## src/rtl/hex_sector_shader_if.sv

```systemverilog
// Pixel/palette/rotation bundle between the hex coordinate generator and the shader.
// Latency: none (wiring only).
// Backpressure: none; the shader accepts one pixel per cycle unconditionally.
interface hex_sector_shader_if #(
  parameter int COLOUR_W = 4,
  parameter int RADIUS_W = 10
);
  logic                    in_valid;
  logic [2:0]              quadrant;
  logic [RADIUS_W-1:0]     radius;
  logic                    frame_start;
  logic [7:0]              rot_period;
  logic                    rot_dir;
  logic                    pal_we;
  logic [2:0]              pal_addr;
  logic [3*COLOUR_W-1:0]   pal_data;
  logic                    out_valid;
  logic [COLOUR_W-1:0]     red;
  logic [COLOUR_W-1:0]     green;
  logic [COLOUR_W-1:0]     blue;

  modport master (
    output in_valid, quadrant, radius, frame_start, rot_period, rot_dir,
           pal_we, pal_addr, pal_data,
    input  out_valid, red, green, blue
  );

  modport slave (
    input  in_valid, quadrant, radius, frame_start, rot_period, rot_dir,
           pal_we, pal_addr, pal_data,
    output out_valid, red, green, blue
  );
endinterface

```

## src/rtl/hex_sector_shader.sv

```systemverilog
// Maps (sector, radius) to RGB via a writable rotating palette with radial stripe shading.
// Latency: 2 cycles input to output, 1 pixel per cycle.
// Backpressure: none; never stalls, blanked or out-of-range pixels come out black.
module hex_sector_shader #(
  parameter int COLOUR_W    = 4,
  parameter int RADIUS_W    = 10,
  parameter int NUM_SECTORS = 6,
  parameter int STRIPE_BIT  = 4
) (
  input logic               clk,
  input logic               rst_n,
  hex_sector_shader_if.slave bus
);
  localparam int PAL_W = 3 * COLOUR_W;

  // Power-on palette: red, yellow, green, cyan, blue, magenta, then black.
  function automatic logic [PAL_W-1:0] pal_default(input int idx);
    logic [COLOUR_W-1:0] m;
    logic [COLOUR_W-1:0] z;
    m = '1;
    z = '0;
    case (idx)
      0:       return {m, z, z};
      1:       return {m, m, z};
      2:       return {z, m, z};
      3:       return {z, m, m};
      4:       return {z, z, m};
      5:       return {m, z, m};
      default: return {z, z, z};
    endcase
  endfunction

  logic [PAL_W-1:0]    pal_q [8];
  logic [7:0]          frame_cnt_q, frame_cnt_d;
  logic [2:0]          offset_q, offset_d;

  logic                s1_vld_q, s1_oor_q, s1_stripe_q;
  logic [PAL_W-1:0]    s1_pal_q;
  logic [3:0]          sect_sum;
  logic [3:0]          sect_eff;

  logic                out_vld_q;
  logic [COLOUR_W-1:0] red_q, green_q, blue_q;
  logic [COLOUR_W-1:0] red_d, green_d, blue_d;

  // Only the stripe bit of the radius matters; the rest is folded away here.
  logic unused_radius;
  assign unused_radius = ^bus.radius;

  // Palette storage: writes land at the edge, so a same-cycle read sees the old entry.
  always_ff @(posedge clk or negedge rst_n) begin
    if (!rst_n) begin
      for (int i = 0; i < 8; i++) pal_q[i] <= pal_default(i);
    end else if (bus.pal_we) begin
      pal_q[bus.pal_addr] <= bus.pal_data;
    end
  end

  // Rotation next state; >= compare means a shortened period steps at once instead of stalling.
  always_comb begin
    frame_cnt_d = frame_cnt_q;
    offset_d    = offset_q;
    if (bus.rot_period == 8'd0) begin
      frame_cnt_d = 8'd0;
    end else if (bus.frame_start) begin
      if (({1'b0, frame_cnt_q} + 9'd1) >= {1'b0, bus.rot_period}) begin
        frame_cnt_d = 8'd0;
        if (bus.rot_dir)
          offset_d = (offset_q == 3'd0) ? 3'(NUM_SECTORS - 1) : offset_q - 3'd1;
        else
          offset_d = (offset_q == 3'(NUM_SECTORS - 1)) ? 3'd0 : offset_q + 3'd1;
      end else begin
        frame_cnt_d = frame_cnt_q + 8'd1;
      end
    end
  end

  // Rotation state register.
  always_ff @(posedge clk or negedge rst_n) begin
    if (!rst_n) begin
      frame_cnt_q <= 8'd0;
      offset_q    <= 3'd0;
    end else begin
      frame_cnt_q <= frame_cnt_d;
      offset_q    <= offset_d;
    end
  end

  // Effective sector: one conditional subtract suffices since both terms are below NUM_SECTORS.
  always_comb begin
    sect_sum = {1'b0, bus.quadrant} + {1'b0, offset_q};
    sect_eff = (sect_sum >= 4'(NUM_SECTORS)) ? sect_sum - 4'(NUM_SECTORS) : sect_sum;
  end

  // Stage 1: capture valid, range flag, stripe bit and the selected palette entry.
  always_ff @(posedge clk or negedge rst_n) begin
    if (!rst_n) begin
      s1_vld_q    <= 1'b0;
      s1_oor_q    <= 1'b0;
      s1_stripe_q <= 1'b0;
      s1_pal_q    <= '0;
    end else begin
      s1_vld_q    <= bus.in_valid;
      s1_oor_q    <= ({1'b0, bus.quadrant} >= 4'(NUM_SECTORS));
      s1_stripe_q <= bus.radius[STRIPE_BIT];
      s1_pal_q    <= pal_q[sect_eff[2:0]];
    end
  end

  // Stage 2 colour: halve each channel on stripes, force black when blanked or out of range.
  always_comb begin
    red_d   = s1_pal_q[3*COLOUR_W-1 -: COLOUR_W];
    green_d = s1_pal_q[2*COLOUR_W-1 -: COLOUR_W];
    blue_d  = s1_pal_q[COLOUR_W-1   -: COLOUR_W];
    if (s1_stripe_q) begin
      red_d   = red_d   >> 1;
      green_d = green_d >> 1;
      blue_d  = blue_d  >> 1;
    end
    if (!s1_vld_q || s1_oor_q) begin
      red_d   = '0;
      green_d = '0;
      blue_d  = '0;
    end
  end

  // Stage 2 output register.
  always_ff @(posedge clk or negedge rst_n) begin
    if (!rst_n) begin
      out_vld_q <= 1'b0;
      red_q     <= '0;
      green_q   <= '0;
      blue_q    <= '0;
    end else begin
      out_vld_q <= s1_vld_q;
      red_q     <= red_d;
      green_q   <= green_d;
      blue_q    <= blue_d;
    end
  end

  assign bus.out_valid = out_vld_q;
  assign bus.red       = red_q;
  assign bus.green     = green_q;
  assign bus.blue      = blue_q;
endmodule
```

## src/flat_wrapper.sv

```systemverilog
// flat-port wrapper written by rule: the top's interface ports become plain ports
module hex_sector_shader_flat 
#(
  parameter int COLOUR_W    = 4,
  parameter int RADIUS_W    = 10,
  parameter int NUM_SECTORS = 6,
  parameter int STRIPE_BIT  = 4
)
  (clk, rst_n, bus_in_valid, bus_quadrant, bus_radius, bus_frame_start, bus_rot_period, bus_rot_dir, bus_pal_we, bus_pal_addr, bus_pal_data, bus_out_valid, bus_red, bus_green, bus_blue);
  hex_sector_shader_if #(.COLOUR_W(COLOUR_W), .RADIUS_W(RADIUS_W)) bus_i ();
  input logic clk;
  input logic rst_n;
  input wire logic [$bits(bus_i.in_valid)-1:0] bus_in_valid;
  input wire logic [$bits(bus_i.quadrant)-1:0] bus_quadrant;
  input wire logic [$bits(bus_i.radius)-1:0] bus_radius;
  input wire logic [$bits(bus_i.frame_start)-1:0] bus_frame_start;
  input wire logic [$bits(bus_i.rot_period)-1:0] bus_rot_period;
  input wire logic [$bits(bus_i.rot_dir)-1:0] bus_rot_dir;
  input wire logic [$bits(bus_i.pal_we)-1:0] bus_pal_we;
  input wire logic [$bits(bus_i.pal_addr)-1:0] bus_pal_addr;
  input wire logic [$bits(bus_i.pal_data)-1:0] bus_pal_data;
  output wire logic [$bits(bus_i.out_valid)-1:0] bus_out_valid;
  output wire logic [$bits(bus_i.red)-1:0] bus_red;
  output wire logic [$bits(bus_i.green)-1:0] bus_green;
  output wire logic [$bits(bus_i.blue)-1:0] bus_blue;
  assign bus_i.in_valid = bus_in_valid;
  assign bus_i.quadrant = bus_quadrant;
  assign bus_i.radius = bus_radius;
  assign bus_i.frame_start = bus_frame_start;
  assign bus_i.rot_period = bus_rot_period;
  assign bus_i.rot_dir = bus_rot_dir;
  assign bus_i.pal_we = bus_pal_we;
  assign bus_i.pal_addr = bus_pal_addr;
  assign bus_i.pal_data = bus_pal_data;
  assign bus_out_valid = bus_i.out_valid;
  assign bus_red = bus_i.red;
  assign bus_green = bus_i.green;
  assign bus_blue = bus_i.blue;
  hex_sector_shader #(.COLOUR_W(COLOUR_W), .RADIUS_W(RADIUS_W), .NUM_SECTORS(NUM_SECTORS), .STRIPE_BIT(STRIPE_BIT)) u_core (.clk(clk), .rst_n(rst_n), .bus(bus_i));
endmodule
```

## config.mk

```make
export PLATFORM = sky130hd
export DESIGN_NAME = hex_sector_shader_flat
export DESIGN_NICKNAME = d
export VERILOG_FILES = /design/src/rtl/hex_sector_shader_if.sv /design/src/rtl/hex_sector_shader.sv /design/src/flat_wrapper.sv
export SDC_FILE = /design/constraint.sdc
export NUM_CORES = 1
export LEC_CHECK = 0
export CORE_ASPECT_RATIO = 0.7
export CORE_UTILIZATION = 63
export CTS_CLUSTER_DIAMETER = 80
export DETAILED_ROUTE_END_ITERATION = 16
export PLACE_DENSITY = 0.82
export SLEW_MARGIN = 20
export SYNTH_ARGS = -nofsm -noshare
export SYNTH_HDL_FRONTEND = slang
export SYNTH_SLANG_ARGS = --single-unit
```

## constraint.sdc

```tcl
create_clock -name clk -period 7.7 [get_ports clk]
set_input_delay 1.925 -clock clk [delete_from_list [all_inputs] [get_ports clk]]
set_output_delay 1.925 -clock clk [all_outputs]
set_load 0.05 [all_outputs]
```

==> impl_metrics.ini, run 1 <==
[yosys]
ys_seq_area_share_pct = 49.2
async_flop_share_pct = 100
syn-num-nets = 664
synth_cell_types = 48
synth_warnings = 0
synth_cells = 608
avgSynthCellArea_um2 = 11.5
synth_edf_count = 0
syn_area_um2 = 6960
synth_flop_cell = dfrtp_1
ys_seq_elements = 135

[worst_hold_path]
hold_path_end = u_core.bus.out_valid
hold_path_depth = 0
min_path_type = reg2reg
worst_hold_startpoint = u_core.s1_vld_q

[worst_setup_path]
cp-end-kind = register
r2r-end = u_core.offset_q[0]
path_max_fanout = 38
startpoint_type = primary input
crit_type = in2reg
rr_worst_depth = 10
reg2reg_from = u_core.frame_cnt_q[2]
crit_required_ns = 7.96
reg2reg_setup_slack_ns = 4.22
cp.arrival_ns = 5.08

[sta]
tightestPinTransition_ns = 1.12
setup_slack_ns = 2.89
min_period_ns = 4.81
hold_viol = 0
fmax_ghz = 0.208
fin_crit_sh_pct = 62.5
relSlewSlack_pct = 25.0
setup-tns-final_ns = 0
final-setup-viol-count = 0
drv_slew = 0
fin_worst_skew_ns = 0.00660
rsz0062_at_grt = no

[outcome]
status = finished, final reports clean

[drt]
drt-initial-drc-count = 629
drtPass1Iterations = 5
drcViolationCount = 0
ant_nets = 0
via_per_inst = 6.50
wl_per_cell_um = 20.6
drt-total-wl_um = 16600
vias = 5222

[clocking]
postCtsHoldBufs = 0
cts_buffers = 17
cts_resized = 0
htree_num_levels = 4
clock-root-buffer = clkbuf_16
cts_setup_buffers = 0
tritoncts = built
clk_latency_ns = 0.41
clk_path_buf_depth = 2
cts.sink_count = 135
clk_pin_slew_ns = 0.06

[global_route]
grt_max_degree = 86
grt_pass1_vias = 5235
grtUsageMet3_pct = 9.17
busiest_layer = met2
antenna_found_initial = 0
use_met1_pct = 42.0
globalRoute.totalOverflow = 0
met2_usage_pct = 48.0
grt_usage_pct = 31.3
grt_pass1_wl_um = 27100

[final_layout]
syn2layout_area_growth_pct = 17.1
drive_gt1_share_pct = 28.5
layout.nets = 699
regArea_um2 = 3420
nFillCells = 665
multi_input_area_um2 = 3340
diodes = 0

[floorplan]
core_um2 = 10600
dieHeight_um = 90.0
dieArea_um2 = 11500
start_util_pct = 66.0
io_pins = 55
row_count = 31
die_x_um = 128

[placement]
place.gp.congestion = 0.808
place_ws_ns = 2.55
port-buffer-count = 45
place_hpwl_um = 9900

[power]
leakage_nw = 3.44
ir_drop_mv = 0.223
powerDensity_nw_per_um2 = 412

[run]
maxCapViolCount = 0
==> synthesized netlist by cell type (8+ instances only) <==
cell / number / area, um^2
nand2b_1: 9 / 56.3
dfstp_2: 36 / 946
dfrtp_1: 99 / 2480
nand3_1: 18 / 90.1
nor2_1: 16 / 60.1
clkbuf_1: 13 / 48.8
mux2i_1: 34 / 340
buf_2: 15 / 75.1
a31oi_1: 26 / 163
mux2_2: 97 / 1090
nand2_1: 93 / 349
a32o_1: 24 / 240
ha_1: 13 / 163
inv_1: 8 / 30.0
nor3b_1: 8 / 60.1
a22oi_1: 24 / 180
==> per-stage QoR <==
| step | hold WS, ns | power (W) | utilization (%) | std cells | instance area (um^2) |
|---|---|---|---|---|---|
| floorplan | 0.355 | 0.00211 | - | 608 | 6960 |
| global placement | 0.369 | 0.00235 | 70.9 | 772 | 7480 |
| detailed placement | 0.368 | 0.00240 | 70.9 | 772 | 7480 |
| CTS | 0.387 | 0.00334 | 77.2 | 804 | 8150 |
| global route | 0.402 | 0.00353 | 77.3 | 804 | 8160 |
| finish | 0.384 | 0.00336 | 77.3 | 804 | 8160 |
==> cell families (layout without fill, tap and decap cells) <==
group	count (synthesis)	after routing	synth area share, %
AND/OR/NAND/NOR	174	174	11.9
flip-flops	135	135	49.2
multiplexers	131	131	20.6
AO/OA/AOI/OAI	100	100	11.1
buffers and inverters	46	94	3.41
adder cells (fa/ha/maj)	14	14	2.62
XOR/XNOR	8	8	1.28
==> area by class of cell <==
type | count | share of cell area [%]
Sequential cell | 135 | 42.0
Inverter | 8 | 0.368
Clock buffer | 19 | 5.31
Clock inverter | 13 | 2.81
Multi-Input combinational cell | 427 | 40.9
Tap cell | 148 | 2.27
Timing Repair Buffer | 54 | 6.37
==> sequential cells by signal, summed over array words and instances, names as in the netlist, 3 cells and up <==
| signal | cells |
|---|---|
| u_core.bus.red | 4 |
| u_core.bus.green | 4 |
| u_core.pal_q | 96 |
| u_core.offset_q | 3 |
| u_core.s1_pal_q | 12 |
| u_core.frame_cnt_q | 8 |
| u_core.bus.blue | 4 |
==> placed cells by master, fill, tap and decap left out, drive strengths merged, types with 3 or more instances in the layout <==
cell,synthesis,final
buf,25,10
o21ai,5,5
nand4b,4,4
mux2i,34,34
a21oi,7,7
xor2,4,4
clkdlybuf4s50,0,44
and2,5,5
xnor2,4,4
and3b,3,3
nor2,16,16
dfrtp,99,99
a32o,24,24
a22oi,24,24
nand3,19,19
nand2,93,93
nand2b,9,9
inv,8,8
nor2b,3,3
clkbuf,13,19
nor3b,8,8
ha,13,13
clkinv,0,3
mux2,97,97
clkinvlp,0,4
bufinv,0,6
o2111ai,3,3
a31oi,26,26
dfstp,36,36
nand4,5,5
==> power breakdown <==
part           internal, W  total [W]  switching, W
combinational     0.000572    0.00137      0.000795
sequential        0.000931    0.00109      0.000154
clock             0.000606   0.000908      0.000302
total              0.00211    0.00336       0.00125
==> critical path, cell delays in order <==
cell and delay (ns):
clkdlybuf4s50_1 0.41, ha_1 0.24, fa_1 0.51, xor2_4 0.66
buf_4 0.54, mux2i_1 0.24, a32o_1 0.14, a31oi_1 0.05
a32o_1 0.33
==> how the worst max path moves through the flow <==
stage	endpoint	slack (ns)	cells past startpoint	startpoint
after floorplan	u_core.s1_pal_q[11]	3.89	7	bus_quadrant[0]
after global placement	u_core.s1_pal_q[6]	2.55	9	bus_quadrant[0]
after detailed placement	u_core.s1_pal_q[6]	2.55	9	bus_quadrant[0]
after CTS	u_core.s1_pal_q[6]	2.96	9	bus_quadrant[0]
after global routing	u_core.s1_pal_q[6]	2.80	9	bus_quadrant[0]
final	u_core.s1_pal_q[6]	2.89	9	bus_quadrant[0]
==> routing by layer <==
layer / wire, um / vias to the layer above
li1: - / 2313
met1: 7030 / 2624
met2: 7770 / 245
met3: 1380 / 40
met4: 370 / 0
met5: 0 / -
No activity file was read; power rests on OpenSTA's default activity.
==> run 2, diff against run 1 <==
--- a/config.mk
+++ b/config.mk
@@ -6,10 +6,10 @@
 export NUM_CORES = 1
 export LEC_CHECK = 0
 export CORE_ASPECT_RATIO = 0.7
-export CORE_UTILIZATION = 63
+export CORE_UTILIZATION = 59
 export CTS_CLUSTER_DIAMETER = 80
 export DETAILED_ROUTE_END_ITERATION = 16
-export PLACE_DENSITY = 0.82
+export PLACE_DENSITY = 0.78
 export SLEW_MARGIN = 20
 export SYNTH_ARGS = -nofsm -noshare
 export SYNTH_HDL_FRONTEND = slang
==> constraint.sdc (replaced) <==
create_clock -name clk -period 4.66 [get_ports clk]
set_input_delay 1.165 -clock clk [delete_from_list [all_inputs] [get_ports clk]]
set_output_delay 1.165 -clock clk [all_outputs]
set_load 0.05 [all_outputs]
==> impl_metrics.ini, run 2 (synthesized netlist as in run 1, its figures left out) <==
[clocking]
clock-root-buffer = clkbuf_16
cts_buffers = 17
cts_setup_buffers = 0
clk_pin_slew_ns = 0.06
cts_resized = 0
clk_latency_ns = 0.41
postCtsHoldBufs = 0
htree_num_levels = 4
clk_path_buf_depth = 2
tritoncts = built
cts.sink_count = 135

[floorplan]
io_pins = 55
dieArea_um2 = 12200
die_x_um = 132
dieHeight_um = 92.9
start_util_pct = 61.9
core_um2 = 11300
row_count = 32

[placement]
place.gp.congestion = 0.819
place_inst = 788
place_hpwl_um = 10400
place_ws_ns = 0.984
port-buffer-count = 45

[final_layout]
regMostFlops = u_core.pal_q
top_regs = u_core.pal_q (96), u_core.s1_pal_q (12), u_core.frame_cnt_q (8)
final_util_pct = 73.6
stdcell_count = 820
drive_gt1_share_pct = 29.4
largest_register_ffs = 96
diodes = 0
syn2layout_area_growth_pct = 18.9
mostFrequentLayoutCells = 99 x dfrtp_1, 97 x mux2_2, 93 x nand2_1
layout.nets = 710
nFillCells = 762
final_common_cell = dfrtp_1

[sta]
tightestPinTransition_ns = 0.944
hold_viol = 0
min_period_ns = 3.30
relSlewSlack_pct = 37.1
final-setup-viol-count = 0
fmax_ghz = 0.303
fin_crit_sh_pct = 70.8
drv_slew = 0
setup_slack_ns = 1.36
rsz0062_at_grt = no
setup-tns-final_ns = 0
fin_worst_skew_ns = 0.00610

[worst_setup_path]
cp.arrival_ns = 3.59
cp-end-kind = register
startpoint_type = register
crit_required_ns = 4.95
crit_type = reg2reg
path_max_fanout = 7

[global_route]
grt_usage_pct = 29.3
antenna_found_initial = 0
grt_pass1_wl_um = 27300
grt_pass1_vias = 5079
grt_max_degree = 75
globalRoute.totalOverflow = 0

[power]
leakage_nw = 3.51
pwr-share-clk_pct = 27.3
switching_power_w = 0.00205
swShare_pct = 36.4
p_int_w = 0.00359
ir_drop_mv = 0.433
powerDensity_nw_per_um2 = 682
seq_power_share_pct = 31.8
p_comb_share_pct = 40.9

[run]
maxCapViolCount = 0

[drt]
drtPass1Iterations = 5
wl_per_cell_um = 20.4
drt-initial-drc-count = 424
drt-total-wl_um = 16700
ant_nets = 0
via_per_inst = 6.30
drcViolationCount = 0
vias = 5168

[worst_hold_path]
min_path_type = reg2reg

[outcome]
status = finished, final reports clean
run 2: cell type report:
class / count / area (um^2) / share of cell area (%)
Inverter: 8 / 30.0 / 0.363
Clock buffer: 19 / 433 / 5.23
Sequential cell: 135 / 3420 / 41.3
Clock inverter: 13 / 251 / 3.04
Tap cell: 153 / 191 / 2.31
Multi-Input combinational cell: 427 / 3330 / 40.2
Timing Repair Buffer: 65 / 623 / 7.52
run 2: critical path, cell delays in order (launching register included):
cell	delay (ns)
dfrtp_1	0.43
nand3_1	0.19
or2_2	0.39
nor2_1	0.14
xor2_1	0.21
ha_1	0.27
and3_1	0.22
a221o_1	0.32
a31oi_1	0.45
a21oi_1	0.24
mux2_2	0.31
run 2: final timing paths:
kind	from	endpoint	slack (ns)	cells after the start
hold / removal	u_core.s1_vld_q	u_core.bus.out_valid	0.39	0
setup reg to reg	u_core.frame_cnt_q[2]	u_core.offset_q[0]	1.36	10
max in group asynchronous	rst_n	u_core.pal_q[64]	2.73	2
hold reg to reg	u_core.s1_vld_q	u_core.bus.out_valid	0.39	0
setup / recovery	u_core.frame_cnt_q[2]	u_core.offset_q[0]	1.36	10
min in group asynchronous	rst_n	u_core.s1_stripe_q	0.89	1
run 2: metrics by stage:
step	power (W)	hold slack [ns]	cell area, um^2
finish	0.00565	0.389	8280
global route	0.00596	0.406	8280
CTS	0.00564	0.393	8280
detailed placement	0.00405	0.380	7600
global placement	0.00396	0.366	7600
floorplan	0.00348	0.355	6960
run 2: power groups by stage:
stage                     Combinational [W]  Clock [W]  Sequential [W]
after floorplan                     0.00169          0         0.00179
after global placement              0.00219          0         0.00178
after detailed placement            0.00225          0         0.00180
after CTS                           0.00229    0.00156         0.00179
after global routing                0.00251    0.00162         0.00183
final                               0.00231    0.00154         0.00180
run 2: routing by layer:
layer  vias up  wire length (um)  GRT usage, %
li1       2321                 -             -
met1      2619              7610          40.8
met2       198              7750          45.2
met3        30              1040          6.57
met4         0               311          10.4
met5         -                 0             0
==> patch, RTL diff (flow settings as in run 2) <==
`COLOUR_W` is set to 4 in 3 places; all go to 6.
--- a/src/rtl/hex_sector_shader_if.sv
+++ b/src/rtl/hex_sector_shader_if.sv
@@ -2,7 +2,7 @@
 // Latency: none (wiring only).
 // Backpressure: none; the shader accepts one pixel per cycle unconditionally.
 interface hex_sector_shader_if #(
-  parameter int COLOUR_W = 4,
+  parameter int COLOUR_W = 6,
   parameter int RADIUS_W = 10
 );
   logic                    in_valid;
--- a/src/rtl/hex_sector_shader.sv
+++ b/src/rtl/hex_sector_shader.sv
@@ -2,7 +2,7 @@
 // Latency: 2 cycles input to output, 1 pixel per cycle.
 // Backpressure: none; never stalls, blanked or out-of-range pixels come out black.
 module hex_sector_shader #(
-  parameter int COLOUR_W    = 4,
+  parameter int COLOUR_W    = 6,
   parameter int RADIUS_W    = 10,
   parameter int NUM_SECTORS = 6,
   parameter int STRIPE_BIT  = 4
--- a/src/flat_wrapper.sv
+++ b/src/flat_wrapper.sv
@@ -1,7 +1,7 @@
 // flat-port wrapper written by rule: the top's interface ports become plain ports
 module hex_sector_shader_flat 
 #(
-  parameter int COLOUR_W    = 4,
+  parameter int COLOUR_W    = 6,
   parameter int RADIUS_W    = 10,
   parameter int NUM_SECTORS = 6,
   parameter int STRIPE_BIT  = 4
Interface: changed (resized bus_blue, bus_green, bus_pal_data and bus_red); port bits go from 55 to 67. The function was not compared with the original's and may differ.
==> patch against run 2 <==
Via count increased by 28%; sequential cell count increased by 60; wire length increased by 35%; worst hold slack improved by 9.7 ps; cell count increased by 29%; count of clock-buffer cells in the layout increased by 3; sequential share of layout area increased by 2.6 points; power increased by 26%; setup slack got worse by 80 ps; register-to-register slack improved by 270 ps; cell area increased by 36%; synthesized area increased by 41%; critical path depth decreased by 2; critical path type is now input port to register; critical endpoint is now u_core.s1_pal_q[3]; highest routed layer unchanged.
==> patch: results (changes against run 2) <==
clocking:
  path_clk_slew_ps: 70
  clock_latency_ps: 440  # +30 ps
  cts_buffer_depth: 2  # unchanged
  htreeDepth: 4  # unchanged
  post_cts_buffers: 0  # unchanged
  cts-buffers-inserted: 17  # unchanged
placement:
  routabilityCongestion: 0.861  # +5.1%
  dpl.hpwl_um: 13800  # +33%
  numPortBuffers: 57  # +27%
grt:
  grt_first_pass_wirelength_um: 35500  # +30%
  grt_antenna_before_repair: 0  # unchanged
  grt_pass1_vias: 6613  # +30%
  grt_use_total_pct: 28.0  # -1.3 points
  met1_usage_pct: 38.3  # -2.6 points
  met2_usage_pct: 45.5  # +0.31 points
  use_met3_pct: 5.12  # -1.4 points
  overflow: 0  # unchanged
  grt_start_max_net_pins: 98  # +31%
critical_path:
  r2r_cells: 10  # unchanged
  reg2reg_slack_ps: 1630  # +270 ps
  cp.arrival_ps: 3700  # +110 ps
  r2r_end: "u_core.offset_q[0]"
  r2r-start: "u_core.frame_cnt_q[2]"
  cp_max_fo: 30  # +23
timing:
  fin_hold_ws_ps: 399  # +9.72 ps
  maxSlewHeadroom_pct: 41.6  # +4.5 points
  finalClockSkew_ps: 6.27  # +0.172 ps
  setup_viol_count_final: 0  # unchanged
synthesis:
  synth_area_leaders: "dfrtp_1, mux2_2, dfstp_2"
  synth_compound_area_share_pct: 4.89  # -6.2 points
  synth_flop_cell: "dfrtp_1"
  synth_xor_xnor_area_share_pct: 0.713  # -0.56 points
  yosysUniqueCellTypes: 51  # +6.3%
  synth_fa_ha_area_share_pct: 1.86  # -0.77 points
  synthTopCellsByCount: "mux2_2, dfrtp_1, nand2_1"
  ys_warn_count: 0  # unchanged
  synth_nets: 835  # +26%
  synth.mux.area_fraction_pct: 29.9  # +9.4 points
  synth-async-reset-ratio_pct: 100  # unchanged
  yosysSeqAreaShare_pct: 50.3  # +1.2 points
hold_path:
  hold_class: "register to register"
  min_to: "u_core.bus.out_valid"
  worstHoldStart: "u_core.s1_vld_q"
  min_path_cells: 0  # unchanged
layout:
  reg_top3: "u_core.pal_q (144), u_core.s1_pal_q (18), u_core.frame_cnt_q (8)"
  largest_reg_flops: 144  # +50%
  nFillCells: 1113  # +46%
  num_antenna_cells: 0  # unchanged
  drive_gt1_share_pct: 35.1  # +5.7 points
  nNetsFinal: 882  # +24%
route:
  drc: 0  # unchanged
  routed_via_density: 6.26  # -0.75%
  wl_um: 22600  # +35%
  drt_pass1_iterations: 5  # unchanged
  drt_iter0_drc: 641  # +51%
status:
  status: "finished, final reports clean"
power_and_ir_drop:
  p_leak_nw: 4.77  # +36%
  vdd_drop_max_mv: 0.479  # +11%
==> patch: cell families after synthesis <==
| family | Yosys count |
|---|---|
| compound gates | 75 |
| xor+xnor | 8 |
| fa+ha+maj | 14 |
| buf+inv | 59 |
| flops | 195 |
| mux | 230 |
| simple gates | 192 |
==> patch: how the worst max path moves through the flow <==
stage / from / endpoint / slack (ps) / cells past startpoint
final: bus_quadrant[2] / u_core.s1_pal_q[3] / 1280 / 8
after global placement: bus_quadrant[2] / u_core.s1_pal_q[0] / 920 / 8
after detailed placement: bus_quadrant[2] / u_core.s1_pal_q[0] / 840 / 8
after floorplan: bus_quadrant[0] / u_core.s1_pal_q[14] / 1720 / 8
after CTS: bus_quadrant[2] / u_core.s1_pal_q[3] / 1280 / 8
after global routing: bus_quadrant[2] / u_core.s1_pal_q[3] / 1140 / 8
==> patch: area by class of cell <==
cell class / count / area (µm²) / share of cell area (%)
Clock buffer: 22 / 464 / 4.12
Multi-Input combinational cell: 519 / 4630 / 41.1
Tap cell: 225 / 282 / 2.50
Sequential cell: 195 / 4950 / 43.9
Clock inverter: 9 / 133 / 1.18
Timing Repair Buffer: 77 / 772 / 6.85
Inverter: 10 / 37.5 / 0.333
==> patch: power by group <==
group          total, mW  internal, mW  leakage, nW  switching (mW)
sequential          2.56          2.21         2.28           0.350
clock               1.50         0.871        0.287           0.626
combinational       3.03          1.41         2.20            1.62
==> patch: worst max-delay path, cell delays in order <==
cell	delay, ps
clkdlybuf4s50_1	420
ha_1	480
nand3_1	190
nand2_4	270
buf_12	260
mux4_1	590
a32oi_1	200
o21ai_1	110
==> patch: metal layers <==
layer	wire length (µm)	up-vias
li1	-	2936
met1	9830	3371
met2	10900	273
met3	1630	32
met4	282	0
met5	0	-
==> patch: per-stage QoR <==
stage	std cells	setup slack [ps]	util, %	power, mW	area, µm²
after floorplan	773	1720	-	4.72	9830
after global placement	1026	921	65.4	5.40	10700
after detailed placement	1026	841	65.4	5.55	10700
after CTS	1057	1280	69.1	7.09	11300
after global routing	1057	1140	69.1	7.48	11300
final	1057	1280	69.1	7.09	11300
